===== config.mk =====
export PLATFORM = sky130hd
export DESIGN_NAME = adder_error_accumulator_flat
export DESIGN_NICKNAME = d
export VERILOG_FILES = /design/src/rtl/adder_eval_pkg.sv /design/src/rtl/adder_error_accumulator_if.sv /design/src/rtl/adder_error_dist.sv /design/src/rtl/adder_error_accumulator.sv /design/src/flat_wrapper.sv
export SDC_FILE = /design/constraint.sdc
export NUM_CORES = 1
export LEC_CHECK = 0
export ABC_AREA = 0
export CAP_MARGIN = 30
export CORE_MARGIN = 3
export CORE_UTILIZATION = 40
export CTS_BUF_LIST = sky130_fd_sc_hd__clkbuf_4 sky130_fd_sc_hd__clkbuf_8 sky130_fd_sc_hd__clkbuf_16
export DETAILED_ROUTE_END_ITERATION = 12
export SLEW_MARGIN = 10
export SYNTH_ARGS = -nofsm -noshare
export SYNTH_HDL_FRONTEND = slang
export SYNTH_HIERARCHICAL = 1
export SYNTH_SLANG_ARGS = --single-unit

===== constraint.sdc =====
create_clock -name clk -period 4.1 [get_ports clk]
set_clock_uncertainty 0.05 [all_clocks]
set_input_delay 0.82 -clock clk [delete_from_list [all_inputs] [get_ports clk]]
set_output_delay 0.82 -clock clk [all_outputs]
set_load 0.02 [all_outputs]

===== src/rtl/adder_eval_pkg.sv =====
// Shared definitions for the approximate-adder error evaluation blocks:
// operand width, accumulator FSM states and the error-distance helper.
package adder_eval_pkg;

  localparam int OP_W = 8;
  localparam int ED_W = OP_W + 1;

  typedef enum logic [1:0] {
    IDLE  = 2'd0,
    RUN   = 2'd1,
    DRAIN = 2'd2,
    DONE  = 2'd3
  } acc_state_e;

  // Unsigned magnitude of the difference between two OP_W+1-bit sums.
  function automatic logic [ED_W-1:0] err_dist(input logic [ED_W-1:0] x,
                                               input logic [ED_W-1:0] y);
    return (x >= y) ? (x - y) : (y - x);
  endfunction

endpackage


===== src/rtl/adder_error_accumulator_if.sv =====
// Sample bus between the approximate adder under test and the accumulator:
// one operand pair plus the approximate sum, with a valid/ready handshake.
interface adder_error_accumulator_if;
  import adder_eval_pkg::*;

  logic            in_valid;
  logic            in_ready;
  logic [OP_W-1:0] op_a;
  logic [OP_W-1:0] op_b;
  logic [ED_W-1:0] approx_sum;

  modport master (
    output in_valid,
    output op_a,
    output op_b,
    output approx_sum,
    input  in_ready
  );

  modport slave (
    input  in_valid,
    input  op_a,
    input  op_b,
    input  approx_sum,
    output in_ready
  );

endinterface


===== src/rtl/adder_error_dist.sv =====
// Stage 1 of the error pipeline: recomputes the exact sum of an accepted
// operand pair and registers its distance from the approximate sum.
module adder_error_dist
  import adder_eval_pkg::*;
(
  input  logic            clk,
  input  logic            rst,
  input  logic            flush,
  input  logic            load,
  input  logic [OP_W-1:0] op_a,
  input  logic [OP_W-1:0] op_b,
  input  logic [ED_W-1:0] approx_sum,
  output logic            ed_valid,
  output logic [ED_W-1:0] ed
);

  logic [ED_W-1:0] exact;

  assign exact = {1'b0, op_a} + {1'b0, op_b};

  // Capture the error distance of each accepted sample; a flush drops any entry in flight.
  always_ff @(posedge clk or posedge rst) begin
    if (rst) begin
      ed_valid <= 1'b0;
      ed       <= '0;
    end else if (flush) begin
      ed_valid <= 1'b0;
      ed       <= '0;
    end else begin
      ed_valid <= load;
      if (load) begin
        ed <= err_dist(exact, approx_sum);
      end
    end
  end

endmodule


===== src/rtl/adder_error_accumulator.sv =====
// Error-statistics stage for an approximate adder: accepts N_SAMPLES operand
// pairs per run and accumulates sample count, erroneous-sample count,
// error-distance sum and maximum error distance, raising done at run end.
module adder_error_accumulator
  import adder_eval_pkg::*;
#(
  parameter int N_SAMPLES = 65536,
  parameter int CNT_W     = 17,
  parameter int SUM_W     = ED_W + CNT_W
) (
  input  logic                        clk,
  input  logic                        rst,
  input  logic                        start,
  input  logic                        clear,
  adder_error_accumulator_if.slave    bus,
  output logic                        done,
  output logic [CNT_W-1:0]            sample_cnt,
  output logic [CNT_W-1:0]            err_cnt,
  output logic [SUM_W-1:0]            ed_sum,
  output logic [ED_W-1:0]             ed_max
);

  localparam logic [CNT_W-1:0] LAST_IDX = CNT_W'(N_SAMPLES - 1);

  acc_state_e      state;
  acc_state_e      state_next;
  logic [CNT_W-1:0] accept_cnt;
  logic            accept;
  logic            last_accept;
  logic            begin_run;
  logic            s1_valid;
  logic [ED_W-1:0] s1_ed;
  logic            s2_valid;

  assign bus.in_ready = (state == RUN);
  assign done         = (state == DONE);
  assign accept       = bus.in_valid && bus.in_ready;
  assign last_accept  = accept && (accept_cnt == LAST_IDX);
  assign begin_run    = start && !clear && ((state == IDLE) || (state == DONE));

  adder_error_dist u_dist (
    .clk        (clk),
    .rst        (rst),
    .flush      (clear),
    .load       (accept),
    .op_a       (bus.op_a),
    .op_b       (bus.op_b),
    .approx_sum (bus.approx_sum),
    .ed_valid   (s1_valid),
    .ed         (s1_ed)
  );

  // Run-control state register.
  always_ff @(posedge clk or posedge rst) begin
    if (rst) begin
      state <= IDLE;
    end else begin
      state <= state_next;
    end
  end

  // Next-state logic: clear always wins, DRAIN waits for both stages to empty.
  always_comb begin
    state_next = state;
    if (clear) begin
      state_next = IDLE;
    end else begin
      case (state)
        IDLE:    if (start) state_next = RUN;
        RUN:     if (last_accept) state_next = DRAIN;
        DRAIN:   if (!s1_valid && !s2_valid) state_next = DONE;
        DONE:    if (start) state_next = RUN;
        default: state_next = IDLE;
      endcase
    end
  end

  // Count accepted samples so the run ends after exactly N_SAMPLES.
  always_ff @(posedge clk or posedge rst) begin
    if (rst) begin
      accept_cnt <= '0;
    end else if (clear || begin_run) begin
      accept_cnt <= '0;
    end else if (accept) begin
      accept_cnt <= accept_cnt + CNT_W'(1);
    end
  end

  // Stage 2: fold each valid stage-1 error distance into the run statistics.
  always_ff @(posedge clk or posedge rst) begin
    if (rst) begin
      s2_valid   <= 1'b0;
      sample_cnt <= '0;
      err_cnt    <= '0;
      ed_sum     <= '0;
      ed_max     <= '0;
    end else if (clear || begin_run) begin
      s2_valid   <= 1'b0;
      sample_cnt <= '0;
      err_cnt    <= '0;
      ed_sum     <= '0;
      ed_max     <= '0;
    end else begin
      s2_valid <= s1_valid;
      if (s1_valid) begin
        sample_cnt <= sample_cnt + CNT_W'(1);
        err_cnt    <= err_cnt + CNT_W'(s1_ed != '0);
        ed_sum     <= ed_sum + SUM_W'(s1_ed);
        if (s1_ed > ed_max) begin
          ed_max <= s1_ed;
        end
      end
    end
  end

endmodule


===== src/flat_wrapper.sv =====
// flat-port wrapper written by rule: the top's interface ports become plain ports
module adder_error_accumulator_flat import adder_eval_pkg::*;
#(
  parameter int N_SAMPLES = 65536,
  parameter int CNT_W     = 17,
  parameter int SUM_W     = ED_W + CNT_W
)
  (clk, rst, start, clear, done, sample_cnt, err_cnt, ed_sum, ed_max, bus_in_valid, bus_op_a, bus_op_b, bus_approx_sum, bus_in_ready);
  adder_error_accumulator_if bus_i ();
  input  logic clk;
  input  logic rst;
  input  logic start;
  input  logic clear;
  output logic done;
  output logic [CNT_W-1:0] sample_cnt;
  output logic [CNT_W-1:0] err_cnt;
  output logic [SUM_W-1:0] ed_sum;
  output logic [ED_W-1:0] ed_max;
  input wire logic [$bits(bus_i.in_valid)-1:0] bus_in_valid;
  input wire logic [$bits(bus_i.op_a)-1:0] bus_op_a;
  input wire logic [$bits(bus_i.op_b)-1:0] bus_op_b;
  input wire logic [$bits(bus_i.approx_sum)-1:0] bus_approx_sum;
  output wire logic [$bits(bus_i.in_ready)-1:0] bus_in_ready;
  assign bus_i.in_valid = bus_in_valid;
  assign bus_i.op_a = bus_op_a;
  assign bus_i.op_b = bus_op_b;
  assign bus_i.approx_sum = bus_approx_sum;
  assign bus_in_ready = bus_i.in_ready;
  adder_error_accumulator #(.N_SAMPLES(N_SAMPLES), .CNT_W(CNT_W), .SUM_W(SUM_W)) u_core (.clk(clk), .rst(rst), .start(start), .clear(clear), .bus(bus_i), .done(done), .sample_cnt(sample_cnt), .err_cnt(err_cnt), .ed_sum(ed_sum), .ed_max(ed_max));
endmodule

==> key figures <==
Routing
  – Via density: 5.40
  – DRT iter0 DRCs: 408
  – Routed WL: 16100 µm
  – First-pass iteration count of the detailed router: 4
  – DRC viols: 0
  – Final antenna-violating net count: 0
  – Via count: 5806
  – Routed WL per cell: 15.0 µm

Synth
  – Synth cell count leaders: 99 x dfrtp_1, 66 x nor2_1, 57 x a21oi_1
  – Number of synthesized flops with an enable pin: 0
  – Cell type with the largest total area after synthesis: dfrtp_1
  – Syn_nets: 820
  – Sequential area share after synthesis: 37.6%
  – Mapped cell area: 6580 µm²
  – Synthesized area per cell: 8.96 µm²
  – Warnings, synthesis: 6
  – Synth cell types: 65
  – Top-count cell post-synth: dfrtp_1
  – Post-synth ARST share: 100%
  – Seq cells post-synth: 99
  – Synth top area cells: dfrtp_1 38%, ha_1 9.7%, a21oi_1 4.3%
  – Gate Count Post-Synth: 735
  – Dominant synthesized flop cell: dfrtp_1
  – Area share of the largest cell type after synthesis: 37.6%

Placed design
  – Dpl hpwl: 12000 µm
  – Placement Cell Area: 7990 µm²
  – Gpl congestion: 0.864
  – Port Buffers: 100
  – Pre-CTS WS: -384 ps

Clock network
  – TritonCTS buffer count: 9
  – CTS H-tree depth: 3
  – Root Driver: clkbuf_16
  – Clock sinks: 99
  – CTS max path bufs: 2
  – CTS Hold Bufs: 0
  – Clk_lat worst skew: 350 ps
  – CTS tree: built
  – Worst-path clk slew: 70 ps

Timing
  – Fmax: 0.253 GHz
  – Final setup viols: 0
  – Final worst setup slack: 141 ps
  – Post-layout min period: 3960 ps
  – Worst hold slack: 493 ps
  – Slew Limit Fails: 0
  – Final hold vios: 0
  – Slew headroom: 51.5%
  – Final period utilization: 96.6%
  – Setup TNS: 0 ps
  – Actual slew at the worst max-slew pin: 728 ps

Setup path
  – CP Capture Type: flip-flop
  – Worst EP arrival: 4190 ps
  – Critical Path Source Type: input port
  – Reg2reg setup slack: 1330 ps
  – Max FO, Critical Path: 6
  – WS Path Type: input port to flip-flop
  – Critical Path RT: 4330 ps

Power
  – Power per cell area: 353 nW/µm²
  – VDD IR max: 0.190 mV
  – Leakage power: 3.59 nW
  – Total power: 0.00295 W

Floorplanning
  – Core Area: 16000 µm²
  – Chip Height: 134 µm
  – I/O pin count: 101
  – Starting density of the core: 41.1%
  – Rows: 46
  – Die Span X: 134 µm
  – Die area: 18000 µm²

GRT
  – Initial antenna violation count: 0
  – GRT Residual Overflow: 0
  – First-pass GRT wire length: 26500 µm
  – Largest net degree at the start of global routing: 47
  – Vias in the first global route: 5492
  – Total GRT Usage: 17.7%

Finish
  – Area grow syn2layout: 27.0%
  – Post-route cell area: 8360 µm²
  – N_diodes: 0
  – Nets: 939
  – Layout cells sized above 1: 10.1%

Worst hold path
  – Hold Crit Class: flip-flop to flip-flop

Status
  – Status: complete, no violations

Job
  – Max-Cap Viols: 0
layout make-up:
cell class | count | area [µm²]
Clock inverter | 5 | 36.3
Clock buffer | 11 | 246
Inverter | 45 | 170
Fill cell | 1523 | 7640
Multi-Input combinational cell | 563 | 3840
Sequential cell | 99 | 2480
Timing Repair Buffer | 136 | 1320
Tap cell | 216 | 270
metrics by stage:
stage               utilization, %  instances
CTS                           51.7       1071
finish                        52.3       1075
detailed placement            49.9       1055
global placement              49.9       1055
floorplan                        -        735
global route                  52.3       1075
routing by layer:
metal / GRT usage, % / vias up / wire length [µm]
li1: - / 2862 / -
met1: 22.5 / 2808 / 7210
met2: 31.6 / 120 / 8080
met3: 1.99 / 16 / 556
met4: 5.60 / 0 / 229
met5: 0 / - / 0
cell usage in the layout (no fill, tap or decap), types with 7 or more instances in the layout:
master           Yosys  layout
clkdlybuf4s50_1      0     100
dfrtp_1             99      99
nor2_1              66      66
a21oi_1             57      54
nand2_1             53      53
ha_1                51      50
o21ai_0             49      49
inv_1               45      44
nand3_1             34      34
buf_4                1      32
xor2_1              28      28
nand4_1             25      25
xnor2_1             18      17
and3_1              17      17
or3_1               16      16
mux2i_1             12      12
nor3_1              11      11
a21o_1              12      11
clkbuf_16            0       9
nor2b_1              8       8
nand2b_1             8       8
and2_1               7       7
critical path, cell delays in order:
cell and delay [ps]:
clkdlybuf4s50_1 410, ha_2 200, fa_2 340, a21o_1 180, a21oi_2 160, o21bai_1 100, a21oi_2 210, xnor2_2 140
ha_1 280, a21o_4 240, a21oi_4 160, o311ai_4 140, o21a_4 270, or4_1 470, nand4_1 80
logic make-up (layout without fill, tap and decap cells):
logic type | count (synthesis) | count (layout) | synth area share [%]
multiplexers | 14 | 14 | 2.17
XOR/XNOR | 46 | 46 | 6.12
buffers and inverters | 74 | 197 | 4.77
AND/OR/NAND/NOR | 276 | 276 | 21.4
flip-flops | 99 | 99 | 37.6
adder cells (fa/ha/maj) | 55 | 55 | 10.9
AO/OA/AOI/OAI | 171 | 172 | 17.0
state kept, by name, indices dropped and copies added (netlist names):
signal / cells
u_core/s2_valid: 1
u_core/u_dist/ed_valid: 1
u_core/state: 2
u_core/ed_max: 9
u_core/ed_sum: 26
u_core/sample_cnt: 17
u_core/err_cnt: 17
u_core/u_dist/ed: 9
u_core/accept_cnt: 17
power by group:
| group | switching (W) | internal (W) | leakage [nW] |
|---|---|---|---|
| registers | 0.0000684 | 0.00101 | 1.38 |
| clock network | 0.000376 | 0.000438 | 0.144 |
| logic | 0.000611 | 0.000446 | 2.07 |
| total | 0.00106 | 0.00190 | 3.59 |
worst paths after layout:
path	startpoint	to	cells past startpoint
worst max-delay path	bus_op_a[0]	u_core/u_dist/ed[5]	15
worst min-delay path	u_core/accept_cnt[7]	u_core/accept_cnt[7]	2
worst max register to register	u_core/u_dist/ed[0]	u_core/ed_sum[20]	8
worst min register to register	u_core/accept_cnt[7]	u_core/accept_cnt[7]	2
max in group asynchronous	rst	u_core/sample_cnt[15]	4
min in group asynchronous	rst	u_core/ed_max[4]	2
timing repair:
item,CTS,global route
pin swaps,0,5
endpoints found under the setup margin,2,7
gates cloned,0,1
buffers inserted,0,1
resized for setup,1,7
No activity file was read; power rests on OpenSTA's default activity.
